**src/rtl/led_pulse_stretch.sv**
```systemverilog
// led_pulse_stretch: turns one-cycle event pulses into ON_LEN/OFF_LEN LED blinks and
// queues events that arrive mid-blink. Define LED_PWM_EN to add `duty` PWM dimming in ON.
module led_pulse_stretch #(
   parameter int unsigned ON_LEN      = 1000000,
   parameter int unsigned OFF_LEN     = 1000000,
   parameter int unsigned PEND_MAX    = 7,
   parameter int unsigned ACTIVE_HIGH = 1
) (
   input  logic                            clk,
   input  logic                            rst,
   input  logic                            trig,
   input  logic                            clear,
   output logic                            led,
   output logic                            busy,
   output logic [$clog2(PEND_MAX+1)-1:0]   pending,
   output logic                            overflow
`ifdef LED_PWM_EN
   ,
   input  logic [7:0]                      duty
`endif
);

   localparam int unsigned MAXLEN = (ON_LEN > OFF_LEN) ? ON_LEN : OFF_LEN;
   localparam int unsigned CW     = $clog2(MAXLEN + 1);
   localparam int unsigned PW     = $clog2(PEND_MAX + 1);

   localparam logic [CW-1:0] ON_LOAD   = CW'(ON_LEN - 1);
   localparam logic [CW-1:0] OFF_LOAD  = CW'(OFF_LEN - 1);
   localparam logic [PW-1:0] PEND_FULL = PW'(PEND_MAX);
   localparam logic          LED_ON    = (ACTIVE_HIGH != 0);

   typedef enum logic [1:0] {
      S_IDLE,
      S_ON,
      S_GAP
   } state_t;

   state_t          r_state;
   logic [CW-1:0]   r_cnt;
   logic [PW-1:0]   r_pend;
   logic            r_ovf;
   logic            r_led;
   logic            r_busy;

   state_t          w_state_nxt;
   logic [CW-1:0]   w_cnt_nxt;
   logic [PW-1:0]   w_pend_nxt;
   logic            w_ovf_nxt;
   logic            w_last;
   logic            w_led_act;
   logic            w_busy_nxt;

`ifdef LED_PWM_EN
   logic [7:0]      r_pwm;
   logic [7:0]      w_pwm_nxt;

   assign w_pwm_nxt = r_pwm + 8'd1;

   always_ff @(posedge clk or negedge rst) begin
      if (!rst) begin
         r_pwm <= '0;
      end else begin
         r_pwm <= w_pwm_nxt;
      end
   end
`endif

   always_ff @(posedge clk or negedge rst) begin
      if (!rst) begin
         r_state <= S_IDLE;
         r_cnt   <= '0;
         r_pend  <= '0;
         r_ovf   <= 1'b0;
         r_busy  <= 1'b0;
         r_led   <= ~LED_ON;
      end else begin
         r_state <= w_state_nxt;
         r_cnt   <= w_cnt_nxt;
         r_pend  <= w_pend_nxt;
         r_ovf   <= w_ovf_nxt;
         r_busy  <= w_busy_nxt;
         r_led   <= w_led_act ? LED_ON : ~LED_ON;
      end
   end

   assign w_last = (r_cnt == '0);

   // A trig on the last GAP cycle restarts ON directly; the queue is neither grown nor drained.
   always_comb begin
      w_state_nxt = r_state;
      w_cnt_nxt   = r_cnt;
      w_pend_nxt  = r_pend;
      w_ovf_nxt   = 1'b0;
      if (clear) begin
         w_state_nxt = S_IDLE;
         w_cnt_nxt   = '0;
         w_pend_nxt  = '0;
      end else begin
         case (r_state)
            S_IDLE: begin
               if (trig) begin
                  w_state_nxt = S_ON;
                  w_cnt_nxt   = ON_LOAD;
               end
            end
            S_ON: begin
               if (w_last) begin
                  w_state_nxt = S_GAP;
                  w_cnt_nxt   = OFF_LOAD;
               end else begin
                  w_cnt_nxt   = r_cnt - 1'b1;
               end
            end
            S_GAP: begin
               if (w_last) begin
                  if (trig || (r_pend != '0)) begin
                     w_state_nxt = S_ON;
                     w_cnt_nxt   = ON_LOAD;
                     if (!trig) begin
                        w_pend_nxt = r_pend - 1'b1;
                     end
                  end else begin
                     w_state_nxt = S_IDLE;
                  end
               end else begin
                  w_cnt_nxt = r_cnt - 1'b1;
               end
            end
            default: begin
               w_state_nxt = S_IDLE;
               w_cnt_nxt   = '0;
            end
         endcase

         if (trig && (r_state != S_IDLE) && !((r_state == S_GAP) && w_last)) begin
            if (r_pend == PEND_FULL) begin
               w_ovf_nxt = 1'b1;
            end else begin
               w_pend_nxt = r_pend + 1'b1;
            end
         end
      end
   end

   always_comb begin
      w_busy_nxt = (w_state_nxt != S_IDLE);
`ifdef LED_PWM_EN
      w_led_act  = (w_state_nxt == S_ON) && (w_pwm_nxt < duty);
`else
      w_led_act  = (w_state_nxt == S_ON);
`endif
   end

   assign led      = r_led;
   assign busy     = r_busy;
   assign pending  = r_pend;
   assign overflow = r_ovf;

endmodule

```
**config.mk**
```make
export PLATFORM = sky130hd
export DESIGN_NAME = led_pulse_stretch
export DESIGN_NICKNAME = d
export VERILOG_FILES = /design/src/rtl/led_pulse_stretch.sv
export SDC_FILE = /design/constraint.sdc
export NUM_CORES = 1
export LEC_CHECK = 0
export ABC_AREA = 1
export BUFFER_PORTS_ARGS = -buffer_cell sky130_fd_sc_hd__buf_4
export CAP_MARGIN = 0
export CORE_ASPECT_RATIO = 1.1
export CORE_MARGIN = 4
export CORE_UTILIZATION = 35
export CTS_CLUSTER_DIAMETER = 200
export CTS_CLUSTER_SIZE = 20
export DETAILED_ROUTE_END_ITERATION = 16
export PLACE_DENSITY_LB_ADDON = 0.12
export SLEW_MARGIN = 20
export SYNTH_ARGS = -nofsm -noshare
export SYNTH_HDL_FRONTEND = slang
export SYNTH_SLANG_ARGS = --single-unit
```
**constraint.sdc**
```tcl
create_clock -name clk -period 2.5 [get_ports clk]
set_input_delay 0.25 -clock clk [delete_from_list [all_inputs] [get_ports clk]]
set_output_delay 0.25 -clock clk [all_outputs]
set_load 0.02 [all_outputs]
```
==> results.md, run 1 <==
- Outcome: finished, final reports clean
- Area Growth Syn to Fin: 8.64%
- Power per cell area: between 500 and 600 nW/um2
- GPL Wtd Cong: between 0.8 and 0.9
- Critical setup path kind: reg -> reg
- Root buf cell: clkbuf_8
- Slew headroom: between 60% and 70%
- Drt drc: 0
- DR iter-0 viols: 73
- Unrepaired setup endpoints after global routing: no
- Core Box Area: between 5000 and 6000 um2
- Post-synth cell types: 29
- Die height: around 90 um
- CP Launch Type: flip-flop
- N_diodes: 0
- Max Cap Violations: 0
- Cell Rows: 29
- CP max stage delay: approximately 430 ps
- Area fraction of the dominant cell type after synthesis: between 30% and 40%
- Max Clk Rate: ~0.5 GHz
- Inserted Clock Buffers: 3
- Vias in the first global route: roughly 1,900
- Cells after DPL: slightly below 400
- Drt pass-1 iters: 4
- Placed Area: about 2300 um2
- Crit share post-route: approximately 80%
- Layout Cells excl Fill: 402
- CTS Sinks: 28
- HP Class: in -> reg
- Number of synthesized flops with an enable pin: 0
- Antenna-violating nets left: 0
- Critical-path top delay cell: dfrtp_1
- Crit path cell chain: inv_1 > ha_1 > nand2_1 > nor2_1 > nand3_2 > nor2_1 > nand2_1 > nand2_1 > nand3_1 > nand2_1 > inv_1
- Most common flop cell mapped by yosys: dfrtp_1
- Synth Warn #: 0
- Initial Util: 36.7%
- Worst R2R Setup Slack: 490 ps
- Final Hold Violating Endpoints: 0
- Die Span X: between 80 and 90 um
- Via density: between 4 and 5
- Setup Skew: roughly 2.3 ps
- Clk slew on worst S/H paths: ~100 ps
- Gate Count Post-Synth: roughly 310
- Async set-or-reset flop fraction in the synthesized netlist: 100%
- Crit path DAT: 2200 ps
- Commonest non-fill, non-tap cell in the layout: nand2_1
- Largest net degree at the start of global routing: 29
- Worst vdd ir: roughly 0.21 mV
- Worst-Margin Slew: around 470 ps
- Fin nets: 340
- Critical-path maximum fanout: 14
- Synth area leader: dfrtp_1
- Top post-synthesis cells by area: dfrtp_1, nand2_1, nor2_1, inv_1, nand3_1
- Fin crit period: 2010 ps
- CP required: 2690 ps
- HPWL Detailed: between 3000 and 4000 um
- Layout cells sized above 1: approximately an eighth
- Clk_lat worst skew: approximately 280 ps
- Vias: 1,949
- Total negative slack: 0 ps
- Commonest non-fill, non-tap cells in the layout: nand2_1, nor2_1, inv_1
- Drt wl/cell: 12.8 um
- Global route total overflow: 0
- H-tree depth: 1
- Number of port buffers: 9
- TritonCTS clock tree: built
- Initial antenna violation count: 0
- Post-route cell area: roughly 2300 um2
- Number of synthesized register bits: 28
- Syn Area/Cell: about 6.9 um2
- Die area: roughly 7500 um2
- Overall routing resource usage: about 14%
- First-pass GRT wire length: 8980 um
- Drt total wl: around 5100 um
- Nature of the critical path endpoint: flip-flop
- Final setup fails: 0
- Clock buffer depth: 2
- Mapped cell area: 2160 um2
- Static leakage: 1.24 nW
- Sequential area share after synthesis: 32.5%
- Final slew viol count: 0
- Ports: 10
- Most used cell, CP: nand2_1
- Net count after synthesis: 328
==> path summary, 6_finish.rpt <==
check,startpoint,end,cells after the start
setup / recovery,r_cnt[0]$_DFFE_PN0P_,pending[1]$_DFF_PN0_,11
hold / removal,clear,overflow$_DFF_PN0_,2
setup reg to reg,r_cnt[0]$_DFFE_PN0P_,pending[1]$_DFF_PN0_,11
hold reg to reg,r_cnt[1]$_DFFE_PN0P_,r_cnt[1]$_DFFE_PN0P_,2
max in group asynchronous,rst,r_state[0]$_DFF_PN0_,2
min in group asynchronous,rst,r_cnt[14]$_DFFE_PN0P_,2
==> repair_timing <==
item | in CTS | in global routing
endpoints found under the hold margin | 28 | 0
gates resized for setup | 0 | 0
buffers inserted | 0 | 0
hold buffers | 1 | 0
==> where the power goes <==
group / leakage, nW / internal [W] / switching, W
sequential: 0.369 / 0.000490 / 0.0000431
clock: 0.0288 / 0.000142 / 0.000153
combinational: 0.845 / 0.000132 / 0.000249
total: 1.24 / 0.000763 / 0.000445
==> flip-flops by register name, indices dropped and copies added (netlist names) <==
name	flops
r_cnt	20
pending	3
r_state	2
busy	1
led	1
overflow	1
==> through the flow <==
step / hold WS [ps] / power [W] / utilization (%) / setup WS (ps)
CTS: 138 / 0.00123 / 39.9 / 507
floorplan: -45.6 / 0.000832 / - / 891
detailed placement: 207 / 0.000926 / 38.8 / 524
finish: 142 / 0.00121 / 39.9 / 492
global route: 133 / 0.00131 / 39.9 / 290
global placement: 209 / 0.000924 / 38.8 / 595
==> area by class of cell <==
cell class | instances | area, um2
timing repair buffer | 10 | 77.6
tap | 77 | 96.3
multi-input combinational | 242 | 1260
clock buffer | 4 | 55.1
inverter | 41 | 156
fill | 645 | 3530
sequential | 28 | 701
==> critical path, delay by kind of cell (launching register included) <==
| kind | cells | cell delay, ps |
|---|---|---|
| AND/OR/NAND/NOR | 8 | 1110 |
| flip-flops | 1 | 430 |
| adder cells (fa/ha/maj) | 1 | 200 |
| buffers and inverters | 2 | 190 |
==> kinds of logic after synthesis <==
group,Yosys count,synth area share [%]
simple gates,199,42.4
buf+inv,44,9.22
flops,28,32.5
compound gates,26,7.25
fa+ha+maj,10,5.80
xor+xnor,7,2.84
==> Yosys cell counts (2+ instances only) <==
| master | number |
|---|---|
| nand2_1 | 100 |
| nor2_1 | 41 |
| inv_1 | 39 |
| dfrtp_1 | 28 |
| nand3_1 | 27 |
| a21oi_1 | 10 |
| ha_1 | 10 |
| o21ai_0 | 9 |
| o21ai_2 | 7 |
| nand4_1 | 6 |
| nand2_2 | 5 |
| nor2_4 | 4 |
| xor2_1 | 4 |
| nand3b_1 | 3 |
| nor2_2 | 3 |
| xnor2_1 | 3 |
| nand3_2 | 2 |
| nor3_1 | 2 |
==> metal layers <==
metal / track usage, % / up-vias / share of wire, %
met2: 25.7 / 19 / 50
met3: 1.46 / 5 / 1.8
met5: 0 / - / 0
met1: 18.2 / 916 / 46
met4: 4.50 / 0 / 1.3
li1: - / 1009 / -
No activity file was read; power rests on OpenSTA's default activity.
==> run 2, diff against run 1 <==
==> constraint.sdc (replaced) <==
create_clock -name clk -period 1.9 [get_ports clk]
set_input_delay 0.19 -clock clk [delete_from_list [all_inputs] [get_ports clk]]
set_output_delay 0.19 -clock clk [all_outputs]
set_load 0.02 [all_outputs]
==> results.md, run 2 (synthesized netlist as in run 1, its figures left out) <==
- Outcome: finished, final reports clean
- Die area: around 7500 um2
- Final setup fails: 0
- Clk slew on worst S/H paths: between 100 and 150 ps
- Nature of the critical path endpoint: flip-flop
- Clock buffer depth: 2
- Biggest register: r_cnt
- CP required: around 2100 ps
- Fillers: 640
- Inserted Clock Buffers: 3
- Power share of the combinational group: between 30% and 40%
- Static leakage: roughly 1.4 nW
- DR iter-0 viols: ~110
- Final Hold Violating Endpoints: 0
- Internal power: about 0.0012 W
- Crit path DAT: 1990 ps
- Antenna-violating nets left: 0
- Die Span X: 82.9 um
- Crit path cell chain: inv_1 > ha_1 > nand3_1 > nand2_4 > nand2_1 > nand2_1
- CTS Sinks: 28
- Worst-Margin Slew: 544 ps
- Cell Rows: 29
- Commonest non-fill, non-tap cells in the layout: nand2_1, inv_1, nor2_1, buf_4, dfrtp_1
- Layout cells sized above 1: roughly 22%
- Fin crit period: about 1800 ps
- Max Cap Violations: 0
- WHS: 82.4 ps
- Ports: 10
- Clk network pwr share: between 20% and 30%
- CP max stage delay: approximately 440 ps
- Critical-path top delay cell: dfrtp_1
- Root buf cell: clkbuf_8
- Most used cell, CP: nand2_1
- Via density: between 4 and 5
- Fin nets: approximately 370
- Slew headroom: a little under two thirds
- Drt drc: 0
- Switching Fraction: around a third
- Overall routing resource usage: between 10% and 20%
- HPWL Detailed: 4110 um
- First-pass GRT wire length: around 9100 um
- Placed Area: roughly 2500 um2
- Critical setup path kind: reg -> reg
- Power per cell area: roughly 680 nW/um2
- Worst vdd ir: around 0.33 mV
- Clk_lat worst skew: between 200 and 300 ps
- Core Box Area: ~6000 um2
- Global route total overflow: 0
- CP Launch Type: flip-flop
- Drt total wl: between 5000 and 6000 um
- Commonest non-fill, non-tap cell in the layout: nand2_1
- Unrepaired setup endpoints after global routing: yes
- HP Class: in -> reg
- GPL Wtd Cong: 0.812
- Die height: about 90 um
- Max reg flops: 20
- Max Clk Rate: approximately 0.57 GHz
- Drt wl/cell: ~13 um
- Number of port buffers: 9
- Initial Util: a little under two fifths
- H-tree depth: 1
- Vias in the first global route: roughly 2,000
- Area Growth Syn to Fin: 22.3%
- Setup Skew: approximately 2.4 ps
- Crit share post-route: between 90 and 100%
- TritonCTS clock tree: built
- Critical-path maximum fanout: 12
- Drt pass-1 iters: 4
- Seq pwr share: between 30% and 40%
- Post-route cell area: 2640 um2
- Largest net degree at the start of global routing: 29
- Vias: roughly 2,000
- Initial antenna violation count: 0
- Final slew viol count: 0
- N_diodes: 0
- Net Switching: around 0.00062 W
-- run 2: cell types whose count changed in the layout (fill, tap and decap cells not counted), sizes merged --
cell / delta
buf: +31
bufinv: +1
clkbuf: -1
nand2: +1
-- run 2: cell type report --
class	instances	area (um2)	area share [%]
multi-input combinational	243	1280	48.5
tap	77	96.3	3.65
clock buffer	3	41.3	1.56
inverter	41	156	5.92
timing repair buffer	41	335	12.7
clock inverter	1	30.0	1.14
sequential	28	701	26.5
-- run 2: metal layers --
layer  GRT usage (%)  vias up  share of wire (%)
met5               0        -                  0
met4            4.63        0                1.1
met3            1.64        5                2.5
met2            26.6       27                 51
met1            17.9      899                 45
li1                -     1079                  -
-- run 2: worst max-delay path: cells and delay by family (launching register included) --
| kind | cells | cell delay [ps] |
|---|---|---|
| adder cells (fa/ha/maj) | 1 | 180 |
| flip-flops | 1 | 440 |
| buffers and inverters | 1 | 110 |
| AND/OR/NAND/NOR | 4 | 950 |
-- run 2: what timing repair did --
action,in CTS,in global routing
resized for setup,0,5
setup buffers,0,7
endpoints found under the setup margin,0,17
hold buffers,1,0
hold endpoints to repair,28,0
-- run 2: worst paths after layout --
kind / to / cells past startpoint / start / slack, ps
setup / recovery: r_cnt[17]$_DFFE_PN0P_ / 6 / r_state[0]$_DFF_PN0_ / 150
hold / removal: overflow$_DFF_PN0_ / 2 / clear / 80
setup reg to reg: r_cnt[17]$_DFFE_PN0P_ / 6 / r_state[0]$_DFF_PN0_ / 150
hold reg to reg: r_cnt[19]$_DFFE_PN0P_ / 2 / r_cnt[19]$_DFFE_PN0P_ / 550
max in group asynchronous: r_state[1]$_DFF_PN0_ / 2 / rst / 1280
min in group asynchronous: r_cnt[8]$_DFFE_PN0P_ / 2 / rst / 350
-- run 2: stage by stage --
step,TNS [ps],total power [W],worst slack (ps),util (%),instances
6_report,0,0.00179,149,44.9,434
3_3_place_gp,0,0.00127,77.2,41.8,421
3_5_place_dp,0,0.00127,73.8,41.8,421
2_1_floorplan,0,0.00109,291,-,314
4_1_cts,0,0.00177,48.7,43.2,426
5_1_grt,-12.6,0.00191,-12.6,44.9,434
-- run 2: power by group through the flow --
stage | clock network [W] | logic [W] | registers (W)
floorplan | 0 | 0.000386 | 0.000709
global placement | 0 | 0.000571 | 0.000698
detailed placement | 0 | 0.000573 | 0.000698
CTS | 0.000509 | 0.000579 | 0.000687
global route | 0.000523 | 0.000693 | 0.000696
finish | 0.000499 | 0.000605 | 0.000688
==> run 3, diff against run 2 <==
--- a/config.mk
+++ b/config.mk
@@ -7,14 +7,14 @@
 export LEC_CHECK = 0
 export ABC_AREA = 1
 export BUFFER_PORTS_ARGS = -buffer_cell sky130_fd_sc_hd__buf_4
-export CAP_MARGIN = 0
 export CORE_ASPECT_RATIO = 1.1
-export CORE_MARGIN = 4
+export CORE_MARGIN = 2
 export CORE_UTILIZATION = 35
 export CTS_CLUSTER_DIAMETER = 200
 export CTS_CLUSTER_SIZE = 20
 export DETAILED_ROUTE_END_ITERATION = 16
 export PLACE_DENSITY_LB_ADDON = 0.12
+export SKIP_LAST_GASP = 1
 export SLEW_MARGIN = 20
 export SYNTH_ARGS = -nofsm -noshare
 export SYNTH_HDL_FRONTEND = slang
==> results.md, run 3 (synthesized netlist as in run 1, its figures left out) <==
- Outcome: finished, final reports clean
- Unrepaired setup endpoints after global routing: no
- Die height: between 80 and 90 um
- CP required: 2130 ps
- Fin crit period: about 1700 ps
- Worst vdd ir: ~0.34 mV
- Biggest register: r_cnt
- RR Startpoint: r_cnt[10]$_DFFE_PN0P_
- Critical Path Start: r_cnt[10]$_DFFE_PN0P_
- DR iter-0 viols: 100
- Initial antenna violation count: 0
- Ports: 10
- Commonest non-fill, non-tap cell in the layout: nand2_1
- CP Launch Type: flip-flop
- Final slew viol count: 0
- H-tree depth: 1
- Max Cap Violations: 0
- Seq pwr share: a little over two fifths
- Worst R2R Setup Slack: roughly 160 ps
- Power share of the combinational group: 34.7%
- Clk slew on worst S/H paths: about 100 ps
- Worst hold path startpoint: clear
- Overall routing resource usage: about 17%
- Area Growth Syn to Fin: 19.3%
- Setup Skew: 2.51 ps
- TritonCTS clock tree: built
- First-pass GRT wire length: roughly 9000 um
- N_diodes: 0
- Worst-Margin Slew: roughly 400 ps
- Power per cell area: roughly 650 nW/um2
- Final setup fails: 0
- Via density: between 4 and 5
- Clk_lat worst skew: roughly 280 ps
- Layout cells sized above 1: about a fifth
- HP Class: in -> reg
- Clock buffer depth: 2
- Drt total wl: roughly 5300 um
- Crit path DAT: 1970 ps
- HPWL Detailed: approximately 4100 um
- Fin nets: about 360
- Largest net degree at the start of global routing: 29
- Critical-path maximum fanout: 7
- Cells after DPL: approximately 420
- Crit path cell chain: nor2_2 > nand2_1 > nor2_4 > nand2_2 > nor2_4 > nand3_4 > nand2_8 > inv_4 > o21ai_0 > nand2_1 > inv_1
- Critical-path top delay cell: dfrtp_1
- Net Switching: 0.000611 W
- Critical setup path kind: reg -> reg
- GPL Wtd Cong: 0.864
- Layout Cells excl Fill: roughly 430
- Vias: approximately 2,000
- Commonest non-fill, non-tap cells in the layout: nand2_1, nor2_1, inv_1
- Vias in the first global route: around 1,900
- Worst Hold Depth: 2
- Crit share post-route: approximately 92%
- Number of port buffers: 9
- Antenna-violating nets left: 0
- Max reg flops: 20
- Drt pass-1 iters: 4
- Global route total overflow: 0
- Initial Util: a little over a third
- Switching Fraction: between 30% and 40%
- Drt wl/cell: between 10 and 15 um
- Worst hold endpoint: overflow$_DFF_PN0_
- Power, Total: approximately 0.0017 W
- CTS Sinks: 28
- Total negative slack: 0 ps
- Fillers: about 670
- Static leakage: 1.37 nW
- Drt drc: 0
- CP max stage delay: about 420 ps
- Max Clk Rate: about 0.57 GHz
- Core Box Area: roughly 6100 um2
- Die area: 6810 um2
- R2r endpoint: r_cnt[7]$_DFFE_PN0P_
- Root buf cell: clkbuf_8
- Slew headroom: 73.7%
- Cell Rows: 30
- Nature of the critical path endpoint: flip-flop
- Internal power: 0.00105 W
- Final Hold Violating Endpoints: 0
- Die Span X: roughly 79 um
- WHS: 88.4 ps
- Inserted Clock Buffers: 3
- Clk network pwr share: 23.3%
- FF-to-FF path depth: 11
==> run 3: what timing repair did <==
| item | CTS | global route |
|---|---|---|
| setup endpoints to repair | 0 | 24 |
| setup buffers | 0 | 5 |
| hold buffers | 1 | 0 |
| hold endpoints to repair | 28 | 0 |
| resized for setup | 0 | 7 |
==> run 3: how the worst max path moves through the flow <==
stage                                        to  slack, ps
after global routing      r_cnt[10]$_DFFE_PN0P_          8
after detailed placement   pending[0]$_DFF_PN0_         50
final                      r_cnt[7]$_DFFE_PN0P_        160
after floorplan            r_cnt[3]$_DFFE_PN0P_        290
after CTS                  pending[0]$_DFF_PN0_         30
after global placement     pending[1]$_DFF_PN0_        110
==> run 3: power by group through the flow <==
stage / clock network (W) / registers, W / logic, W
floorplan: 0 / 0.000709 / 0.000386
global placement: 0 / 0.000711 / 0.000544
detailed placement: 0 / 0.000709 / 0.000546
CTS: 0.000406 / 0.000699 / 0.000549
global route: 0.000425 / 0.000707 / 0.000659
finish: 0.000388 / 0.000699 / 0.000577
==> run 3: layer usage <==
metal | wire length [um] | track usage, %
met1 | 2420 | 21.9
met2 | 2630 | 29.6
met3 | 174 | 2.08
met4 | 103 | 4.70
met5 | 0 | 0
==> run 3: stage by stage <==
stage / setup slack, ps / cell area, um2 / util (%)
after global routing: 7.75 / 2570 / 42.3
after global placement: 105 / 2410 / 39.7
after CTS: 26.3 / 2480 / 40.7
after detailed placement: 47.6 / 2410 / 39.7
after floorplan: 291 / 2160 / -
final: 158 / 2570 / 42.3
==> run 3: critical path, delay by kind of cell, from the launching register on <==
family | cells | cell delay (ps)
simple gates | 8 | 1100
flops | 1 | 420
compound gates | 1 | 70
buf+inv | 2 | 110
==> run 3: cell type report <==
cell class | instances | area [um2] | area share, %
multi-input cells | 243 | 1290 | 50.3
flip-flops and latches | 28 | 701 | 27.2
repair buffers | 32 | 268 | 10.4
inverters | 41 | 156 | 6.07
well taps | 80 | 100 | 3.89
clock buffers | 4 | 55.1 | 2.14
